$ cat src/rtl/mem_arbiter.sv
// Single-port RAM arbiter: the CPU always wins, a valid/ready secondary master fills idle cycles.
// Optional boot hold (macro MEM_ARBITER_BOOT_HOLD_EN) keeps the CPU off the RAM until boot_done.
module mem_arbiter #(
  parameter int AW         = 32,
  parameter int STARVE_LIM = 64
) (
  input  logic          clk,
  input  logic          rst,
  input  logic [AW-1:0] cpu_addr,
  input  logic [31:0]   cpu_wdata,
  input  logic          cpu_rstrb,
  input  logic [3:0]    cpu_wstrb,
  output logic [31:0]   cpu_rdata,
  input  logic          s_valid,
  input  logic [AW-1:0] s_addr,
  input  logic [31:0]   s_wdata,
  input  logic [3:0]    s_wstrb,
  output logic          s_ready,
  output logic          s_rvalid,
  output logic [31:0]   s_rdata,
  output logic          s_starve,
  input  logic          starve_clr,
`ifdef MEM_ARBITER_BOOT_HOLD_EN
  input  logic          boot_done,
  output logic          cpu_rst_n,
`endif
  output logic [AW-1:0] mem_addr,
  output logic [31:0]   mem_wdata,
  output logic          mem_rstrb,
  output logic [3:0]    mem_wstrb,
  input  logic [31:0]   mem_rdata
);

  typedef enum logic {IDLE, S_RD} state_t;
  typedef enum logic {OWN_CPU, OWN_SEC} owner_t;

  localparam logic [15:0] LIM = 16'(STARVE_LIM);

  state_t      state;
  owner_t      owner;
  logic        cpu_en;
  logic        cpu_act;
  logic        s_acc_rd;
  logic        waiting;
  logic        starve_set;
  logic [15:0] wait_cnt;
  logic [15:0] wait_cnt_nxt;

`ifdef MEM_ARBITER_BOOT_HOLD_EN
  // CPU stays in reset until the loader signals completion; never re-asserted.
  always_ff @(posedge clk or negedge rst) begin
    if (!rst)
      cpu_rst_n <= 1'b0;
    else if (boot_done)
      cpu_rst_n <= 1'b1;
  end
  assign cpu_en = cpu_rst_n;
`else
  assign cpu_en = 1'b1;
`endif

  assign cpu_act  = cpu_en & (cpu_rstrb | (|cpu_wstrb));
  assign s_ready  = s_valid & ~cpu_act;
  assign s_acc_rd = s_ready & (s_wstrb == 4'd0);

  always_comb begin
    mem_addr  = cpu_addr;
    mem_wdata = cpu_wdata;
    mem_rstrb = 1'b0;
    mem_wstrb = 4'd0;
    if (cpu_act) begin
      mem_rstrb = cpu_rstrb;
      mem_wstrb = cpu_wstrb;
    end else if (s_valid) begin
      mem_addr  = s_addr;
      mem_wdata = s_wdata;
      mem_wstrb = s_wstrb;
      mem_rstrb = (s_wstrb == 4'd0);
    end
  end

  // RAM output is shared; the owner of the last read strobe decides who sees it.
  always_ff @(posedge clk or negedge rst) begin
    if (!rst) begin
      state <= IDLE;
      owner <= OWN_CPU;
    end else begin
      if (mem_rstrb)
        owner <= cpu_act ? OWN_CPU : OWN_SEC;
      case (state)
        IDLE:    state <= s_acc_rd ? S_RD : IDLE;
        S_RD:    state <= s_acc_rd ? S_RD : IDLE;
        default: state <= IDLE;
      endcase
    end
  end

  assign s_rvalid  = (state == S_RD) & (owner == OWN_SEC);
  assign s_rdata   = mem_rdata;
  assign cpu_rdata = mem_rdata;

  assign waiting      = s_valid & ~s_ready;
  assign wait_cnt_nxt = !waiting        ? 16'd0 :
                        (wait_cnt >= LIM) ? LIM : wait_cnt + 16'd1;
  assign starve_set   = waiting & (wait_cnt_nxt == LIM);

  // A fresh set outranks a simultaneous clear so a starving master is never missed.
  always_ff @(posedge clk or negedge rst) begin
    if (!rst) begin
      wait_cnt <= 16'd0;
      s_starve <= 1'b0;
    end else begin
      wait_cnt <= wait_cnt_nxt;
      if (starve_set)
        s_starve <= 1'b1;
      else if (starve_clr)
        s_starve <= 1'b0;
    end
  end

endmodule

$ cat config.mk
export PLATFORM = sky130hd
export DESIGN_NAME = mem_arbiter
export DESIGN_NICKNAME = d
export VERILOG_FILES = /design/src/rtl/mem_arbiter.sv
export SDC_FILE = /design/constraint.sdc
export NUM_CORES = 1
export LEC_CHECK = 0
export ABC_AREA = 0
export BUFFER_PORTS_ARGS = -buffer_cell sky130_fd_sc_hd__clkbuf_2
export CAP_MARGIN = 40
export CORE_AREA = 2 2 120 122
export CTS_BUF_LIST = sky130_fd_sc_hd__clkbuf_4
export CTS_CLUSTER_DIAMETER = 50
export DETAILED_ROUTE_END_ITERATION = 8
export DIE_AREA = 0 0 122 124
export GPL_ROUTABILITY_DRIVEN = 1
export PLACE_DENSITY = 0.54
export SLEW_MARGIN = 20
export SYNTH_ARGS = -nofsm -noshare
export SYNTH_HDL_FRONTEND = slang
export SYNTH_SLANG_ARGS = --single-unit
$ cat constraint.sdc
create_clock -name clk -period 2.71 [get_ports clk]
set_clock_uncertainty 0.2 [all_clocks]
set_input_delay 0.271 -clock clk [delete_from_list [all_inputs] [get_ports clk]]
set_output_delay 0.271 -clock clk [all_outputs]
set_load 0.03 [all_outputs]
* Yosys cells after proc, flatten, opt, wreduce, memory -nomap -nowiden
Index checks and enable logic that the tools add are counted.
Storage, ports and cells: flip-flop bits (word level) 19, output and inout bits 136, logic and storage cells 32
Cells by class: add/sub/neg operators 1, $lt $le $gt $ge 1, eq/ne operators 1, muxes and demuxes 14, bitwise logic cells 8, reductions and logical operators 3
Operators by type and width (count):
- $mux 32 | 4
- $mux 16 | 2
- $add 16x1->16 const B | 1
- $eq 16x7->1 const B | 1
- $ge 16x7->1 const B | 1
- $mux 4 | 2
- $mux 1 | 6
- $and 1x1->1 | 5
- $logic_not 4->1 | 1
- $reduce_or 4->1 | 1
- $not 1->1 | 2
- $reduce_bool 2->1 | 1
- $or 1x1->1 | 1

* Logic depth before layout (Yosys ltp)
Gate-level depths: netlist (run 1).
depth in word-level cells 10, depth in mapped cells 5, gate-level depth less buffers 5

* Worst setup path after synthesis (run 1)
No wires, ideal clock.
kind input-to-output, start point in cpu_wstrb[0], end point out mem_wdata[26], data arrival time 1.873 ns, data required time 2.239 ns, path slack 0.366 ns, cell stages on the path 4, cells stage by stage or4_4 > nor3b_4 > buf_6 > mux2_2
Between the ends: word-level cells in the longest chain between the ends 3
Ends and longest elaborated chain:
- start, declared | RTL line 12 | input logic [3:0] cpu_wstrb,
- $reduce_or 4->1 | RTL line 62 | assign cpu_act = cpu_en & (cpu_rstrb | (|cpu_wstrb));
- $or 1x1->1 | RTL line 62
- $mux 32 | RTL line 71 | if (cpu_act) begin
- end, declared | RTL line 28 | output logic [31:0] mem_wdata,
Every way passes these cells.

* Worst setup path in the final report (run 1)
start point in cpu_wstrb[0], end point out mem_wdata[21]
Same word-level chain as after synthesis.

==> results of run 1 <==
==> Yosys cell counts <==
cell / count / area [µm²]
a21o_1: 4 / 30.03
a31o_2: 1 / 8.760
a41oi_1: 1 / 8.760
and2_1: 1 / 6.260
buf_4: 64 / 480.5
buf_6: 7 / 78.83
clkbuf_1: 1 / 3.750
conb_1: 1 / 3.750
dfrtp_1: 19 / 475.5
ha_1: 2 / 25.02
inv_1: 6 / 22.52
mux2_2: 64 / 720.7
nand2_1: 2 / 7.510
nand2b_1: 1 / 6.260
nand3_1: 4 / 20.02
nor2_1: 9 / 33.78
nor3_1: 3 / 15.01
nor3b_4: 1 / 18.77
nor4_1: 3 / 18.77
o21ai_0: 2 / 10.01
o22ai_1: 1 / 6.260
or2_2: 1 / 6.260
or4_4: 1 / 11.26
xnor2_1: 3 / 26.28
xor2_1: 2 / 17.52
==> logic make-up after synthesis <==
kind of cell,synth area share [%]
AND/OR/NAND/NOR,6.979
adder cells (fa/ha/maj),1.213
buffers and inverters,28.40
multiplexers,34.95
XOR/XNOR,2.124
other,0.1819
flip-flops,23.06
AO/OA/AOI/OAI,3.095
==> area by class of cell <==
class	count	area share [%]
repair buffers	216	38.32
multi-input cells	115	35.64
flip-flops and latches	19	16.44
well taps	180	7.785
clock buffers	4	1.038
inverters	6	0.7785
==> layout by cell type, fill, tap and decap left out <==
cell type        n
mux2_2          64
nor2_1           9
conb_1           9
xor2_1           2
nand3_1          4
nor4_1           3
ha_1             2
nor3_1           3
nand2b_1         1
and2_1           1
a41oi_1          1
buf_4            1
dfrtp_1         19
a21o_1           4
nor3b_4          1
o21ai_0          2
or4_4            1
clkbuf_4         4
clkbuf_2       212
o22ai_1          1
nand2_1          2
inv_1            6
or2_2            1
xnor2_1          3
a31o_2           1
buf_12           1
dlygate4sd3_1    2
==> per-stage QoR <==
| stage | cell area (µm²) | instances | power [W] | utilization [%] | setup slack, ps |
|---|---|---|---|---|---|
| global route | 2893 | 540 | 0.0008523 | 21.09 | 106.9 |
| global placement | 2843 | 534 | 0.0006660 | 20.72 | 177.9 |
| floorplan | 2092 | 212 | 0.0006738 | - | 365.7 |
| CTS | 2893 | 540 | 0.0008177 | 21.09 | 155.1 |
| detailed placement | 2843 | 534 | 0.0006690 | 20.72 | 152.3 |
| finish | 2893 | 540 | 0.0008053 | 21.09 | 169.6 |
==> power by group through the flow <==
stage	sequential [W]	clock [W]	combinational [W]
3_3_place_gp	0.000300	0	0.000366
2_1_floorplan	0.000302	0	0.000371
3_5_place_dp	0.000301	0	0.000368
5_1_grt	0.000296	0.000164	0.000392
4_1_cts	0.000295	0.000150	0.000372
6_report	0.000295	0.000143	0.000367
==> registers in the layout (all words and copies together), names as in the netlist <==
signal / flops
owner: 1
s_starve: 1
state: 1
wait_cnt: 16
==> per-layer routing <==
metal	global-route usage, %	share of wire (%)	vias up
li1	-	-	932
met1	10.84	40	886
met2	15.33	51	135
met3	1.328	7.8	17
met4	2.371	1.1	0
met5	0	0	-
==> final timing paths <==
kind	start	to	slack (ps)
hold reg to reg	wait_cnt[0]	wait_cnt[0]	330
setup / recovery	cpu_wstrb[0]	mem_wdata[21]	170
hold / removal	cpu_rstrb	owner	70
setup reg to reg	wait_cnt[0]	s_starve	1080
max in group asynchronous	rst	wait_cnt[2]	1740
min in group asynchronous	rst	wait_cnt[15]	250
==> flow_metrics.py, run 1 <==
metrics = {
    "worst_setup_path": {
        "crit_cells": 6,
        "cp-end-kind": "output port",
        "cp_common_cell": "clkbuf_2",
        "worstPathCellList": "clkbuf_2 > or4_4 > nor3b_4 > buf_12 > mux2_2 > clkbuf_2",
        "critical_path.top_delay_family": "simple AND/OR/NAND/NOR gates",
        "cp-start-kind": "input port",
        "cp.buffers_inverters": 3,
        "crit_type": "input port to output port",
        "critPathMaxStageDelay_ps": 550,
        "path_max_fanout": 58,
        "cpMaxStageDelayCell": "or4_4",
        "worst_ep_required_time_ps": 2240,
        "rr_worst_depth": 5,
        "arrival_ps": 2070,
    },
    "pwr": {
        "ir_worst_vdd_uv": 101.6,
        "pwr-share-seq_pct": 36.6,
        "p_comb_share_pct": 45.6,
        "p_sw_w": 0.0002885,
        "p_clk_share_pct": 17.8,
        "p_leak_nw": 1.532,
        "internal-power_w": 0.0005168,
        "power.density_mw_per_mm2": 278.4,
        "swShare_pct": 35.82,
    },
    "yosys": {
        "syn_inst": 204,
        "synth_seq_area_share_pct": 23.06,
        "synth.avg_cell_area_um2": 10.11,
        "synth-warning-count": 0,
        "ys_ff_latch": 19,
        "syn_area_mm2": 0.002062,
        "ys_types": 25,
    },
    "run": {
        "cap_violations": 0,
    },
    "worst_hold_path": {
        "hold_path_class": "input port to flop",
        "whs_path_depth": 2,
    },
    "cts": {
        "cts_tree": "built",
        "root_buffer": "clkbuf_4",
        "path_clk_slew_ps": 100,
        "ctsHtreeMaxLevel": 1,
        "clock_sinks": 19,
        "cts_buffers": 3,
        "post_cts_buffers": 0,
        "hold_buffers": 2,
        "postCtsResizedCells": 0,
        "cts.path.max_buffers": 2,
        "worstSkewPairLatency_ps": 290,
    },
    "finish": {
        "finalNetCount": 536,
        "final-seq-area_um2": 475.5,
        "area.growth.synth_to_final_pct": 40.29,
        "drive_gt1_share_pct": 79.44,
        "multiInputGateArea_mm2": 0.001031,
        "fill_cells": 1524,
        "diodes": 0,
    },
    "placement": {
        "hpwl_um": 7083,
        "portBuffers": 212,
        "place_congestion": 0.7365,
    },
    "drt": {
        "wl_um": 7623,
        "routedWlPerCell_um": 14.12,
        "drc": 0,
        "drt_iter0_drc": 49,
        "viasPerCell": 3.648,
        "vias": 1970,
        "ant_nets": 0,
        "firstDrtPassIters": 4,
    },
    "timing": {
        "fin_crit_sh_pct": 93.74,
        "period_needed_ps": 2540,
        "worst_pin_slew_ps": 512.3,
        "max_freq_mhz": 393.6,
        "timing.hold.ws_ps": 69.67,
        "tns_ps": 0,
        "setup_viol": 0,
        "slew_violations": 0,
        "rsz0062_at_grt": "no",
        "hold_violations": 0,
        "maxSlewHeadroom_pct": 65.48,
    },
    "floorplan": {
        "die_area_mm2": 0.01513,
        "num_rows": 43,
        "coreArea_mm2": 0.01372,
        "start_util_pct": 15.03,
        "die_w_um": 122,
        "io-pin-count": 309,
        "die_h_um": 124,
    },
    "grt": {
        "gr-total-overflow": 0,
        "grt_max_degree": 59,
        "antenna_found_initial": 0,
        "grt_pass1_vias": 1847,
        "grt_first_pass_wirelength_um": 9929,
        "groute.usage.overall_pct": 8.631,
    },
    "status": {
        "status": "completed",
    },
}
(Power assumes the default switching activity.)
==> run 2, diff against run 1 <==
--- a/config.mk
+++ b/config.mk
@@ -8,13 +8,14 @@
 export ABC_AREA = 0
 export BUFFER_PORTS_ARGS = -buffer_cell sky130_fd_sc_hd__clkbuf_2
 export CAP_MARGIN = 40
-export CORE_AREA = 2 2 120 122
-export CTS_BUF_LIST = sky130_fd_sc_hd__clkbuf_4
+export CORE_AREA = 2 2 118 120
+export CTS_BUF_LIST = sky130_fd_sc_hd__clkbuf_16
 export CTS_CLUSTER_DIAMETER = 50
 export DETAILED_ROUTE_END_ITERATION = 8
-export DIE_AREA = 0 0 122 124
+export DIE_AREA = 0 0 120 122
 export GPL_ROUTABILITY_DRIVEN = 1
-export PLACE_DENSITY = 0.54
+export PLACE_DENSITY = 0.55
+export REMOVE_ABC_BUFFERS = 1
 export SLEW_MARGIN = 20
 export SYNTH_ARGS = -nofsm -noshare
 export SYNTH_HDL_FRONTEND = slang
==> run 2 against run 1 <==
Worst setup slack worse by 68 ps. Total power is 20% higher. First-iteration DRC count is 12% higher. Count of clock-buffer cells in the layout is 1 lower. Worst hold slack worse by 50 ps. Critical path type unchanged.
==> flow_metrics.py, run 2 (synthesized netlist as in run 1, its figures left out) <==
metrics = {
    "status": {
        "status": "completed",
    },
    "grt": {
        "grt_pass1_vias": 2010,
        "grt_max_degree": 71,
        "grt_first_pass_wirelength_um": 13830,
        "antenna_found_initial": 3,
        "gr-total-overflow": 0,
        "grtUsageMet3_pct": 11.61,
        "use_met1_pct": 17.79,
        "grt_util_met2_pct": 16.55,
        "groute.usage.overall_pct": 13.62,
        "top_usage_layer": "met1",
    },
    "worst_setup_path": {
        "crit_cells": 6,
        "r2r-end": "s_starve",
        "cpMaxStageDelayCell": "or4_4",
        "endpoint": "mem_wdata[9]",
        "crit_start": "cpu_wstrb[0]",
        "crit_type": "input port to output port",
        "rr_startpoint": "wait_cnt[1]",
        "critPathMaxStageDelay_ps": 550,
        "worst_ep_required_time_ps": 2240,
        "cp-end-kind": "output port",
        "rr_worst_depth": 5,
        "arrival_ps": 2140,
        "cp.buffers_inverters": 3,
        "cp_common_cell": "clkbuf_2",
        "r2r_slack_ps": 1040,
        "path_max_fanout": 70,
        "critical_path.top_delay_family": "simple AND/OR/NAND/NOR gates",
        "cp-start-kind": "input port",
        "worstPathCellList": "clkbuf_2 > or4_4 > nor3b_4 > buf_12 > mux2_2 > clkbuf_2",
    },
    "finish": {
        "fill_cells": 1492,
        "drive_gt1_share_pct": 79.61,
        "area.growth.synth_to_final_pct": 42.23,
        "finalNetCount": 534,
        "final-seq-area_um2": 475.5,
        "largest_register_ffs": 16,
        "regMostFlops": "wait_cnt",
        "final_common_cell": "clkbuf_2",
        "layout_common_cells": "clkbuf_2, mux2_2, dfrtp_1, nor2_1, conb_1",
        "multiInputGateArea_mm2": 0.001031,
    },
    "timing": {
        "setup_viol": 0,
        "worst_pin_slew_ps": 495.8,
        "maxSlewHeadroom_pct": 66.60,
        "slew_violations": 0,
        "fin_crit_sh_pct": 96.26,
        "setup_ws_ps": 101.4,
        "rsz0062_at_grt": "no",
        "period_needed_ps": 2609,
        "max_freq_mhz": 383.3,
        "hold_violations": 0,
    },
    "cts": {
        "postCtsResizedCells": 0,
        "cts.path.max_buffers": 2,
        "worstSkewPairLatency_ps": 250,
        "hold_buffers": 1,
        "clock_sinks": 19,
        "cts_tree": "built",
        "ctsHtreeMaxLevel": 1,
        "root_buffer": "clkbuf_16",
        "path_clk_slew_ps": 50,
        "post_cts_buffers": 0,
        "cts_buffers": 3,
    },
    "worst_hold_path": {
        "hold_path_class": "input port to flop",
        "whs_path_depth": 2,
    },
    "floorplan": {
        "start_util_pct": 15.27,
        "num_rows": 43,
        "die_area_mm2": 0.01464,
        "die_h_um": 122,
        "die_w_um": 120,
        "coreArea_mm2": 0.01350,
        "io-pin-count": 309,
    },
    "drt": {
        "drt_iter0_drc": 55,
        "routedWlPerCell_um": 19.81,
        "ant_nets": 0,
        "firstDrtPassIters": 4,
        "wl_um": 10700,
        "vias": 2080,
        "viasPerCell": 3.852,
        "drc": 0,
    },
    "pwr": {
        "power.density_mw_per_mm2": 328.6,
        "ir_worst_vdd_uv": 177.3,
        "power_w": 0.0009637,
        "p_leak_nw": 1.541,
    },
    "placement": {
        "dpl_worst_slack_ps": 113.0,
        "portBuffers": 212,
        "place_congestion": 0.7566,
        "hpwl_um": 9613,
    },
    "run": {
        "cap_violations": 0,
    },
}
run 2: how the worst min path moves through the flow:
stage	from	to	slack [ps]
after floorplan	rst	owner	-220
after detailed placement	rst	s_starve	40
final	starve_clr	s_starve	20
after global placement	rst	s_starve	30
after CTS	starve_clr	s_starve	20
after global routing	starve_clr	s_starve	30
run 2: worst register-to-register path: stages, from the launching register on:
cell and delay, ps:
dfrtp_1 410, ha_1 280, nor3_1 70, a31o_2 210
a41oi_1 250, o22ai_1 110
run 2: routing by layer:
metal	wire [µm]	up-vias	part of all wire [%]
li1	-	929	-
met4	40	6	0.37
met3	1898	10	18
met2	3996	207	37
met5	141	-	1.3
met1	4620	928	43
run 2: metrics by stage:
step                instance area, µm²  utilization, %  hold WS (ps)  TNS [ps]  std cells
floorplan                         1529               -        -224.6    -78450        140
global placement                  2835           21.00         33.71         0        533
detailed placement                2835           21.00         40.80         0        533
CTS                               2928           21.68         18.16         0        538
global route                      2928           21.68         28.33         0        538
finish                            2933           21.72         19.68         0        540
run 2: layout make-up:
cell class,count,share of cell area (%)
tap,180,7.679
antenna,2,0.1706
multi-input combinational,115,35.15
inverter,6,0.7679
clock inverter,1,0.2560
timing repair buffer,214,37.20
clock buffer,3,2.560
sequential,19,16.21
run 2: power by group:
part | switching (W) | internal (W)
logic | 0.000207 | 0.000156
clock network | 0.000105 | 0.000199
registers | 0.00000281 | 0.000293
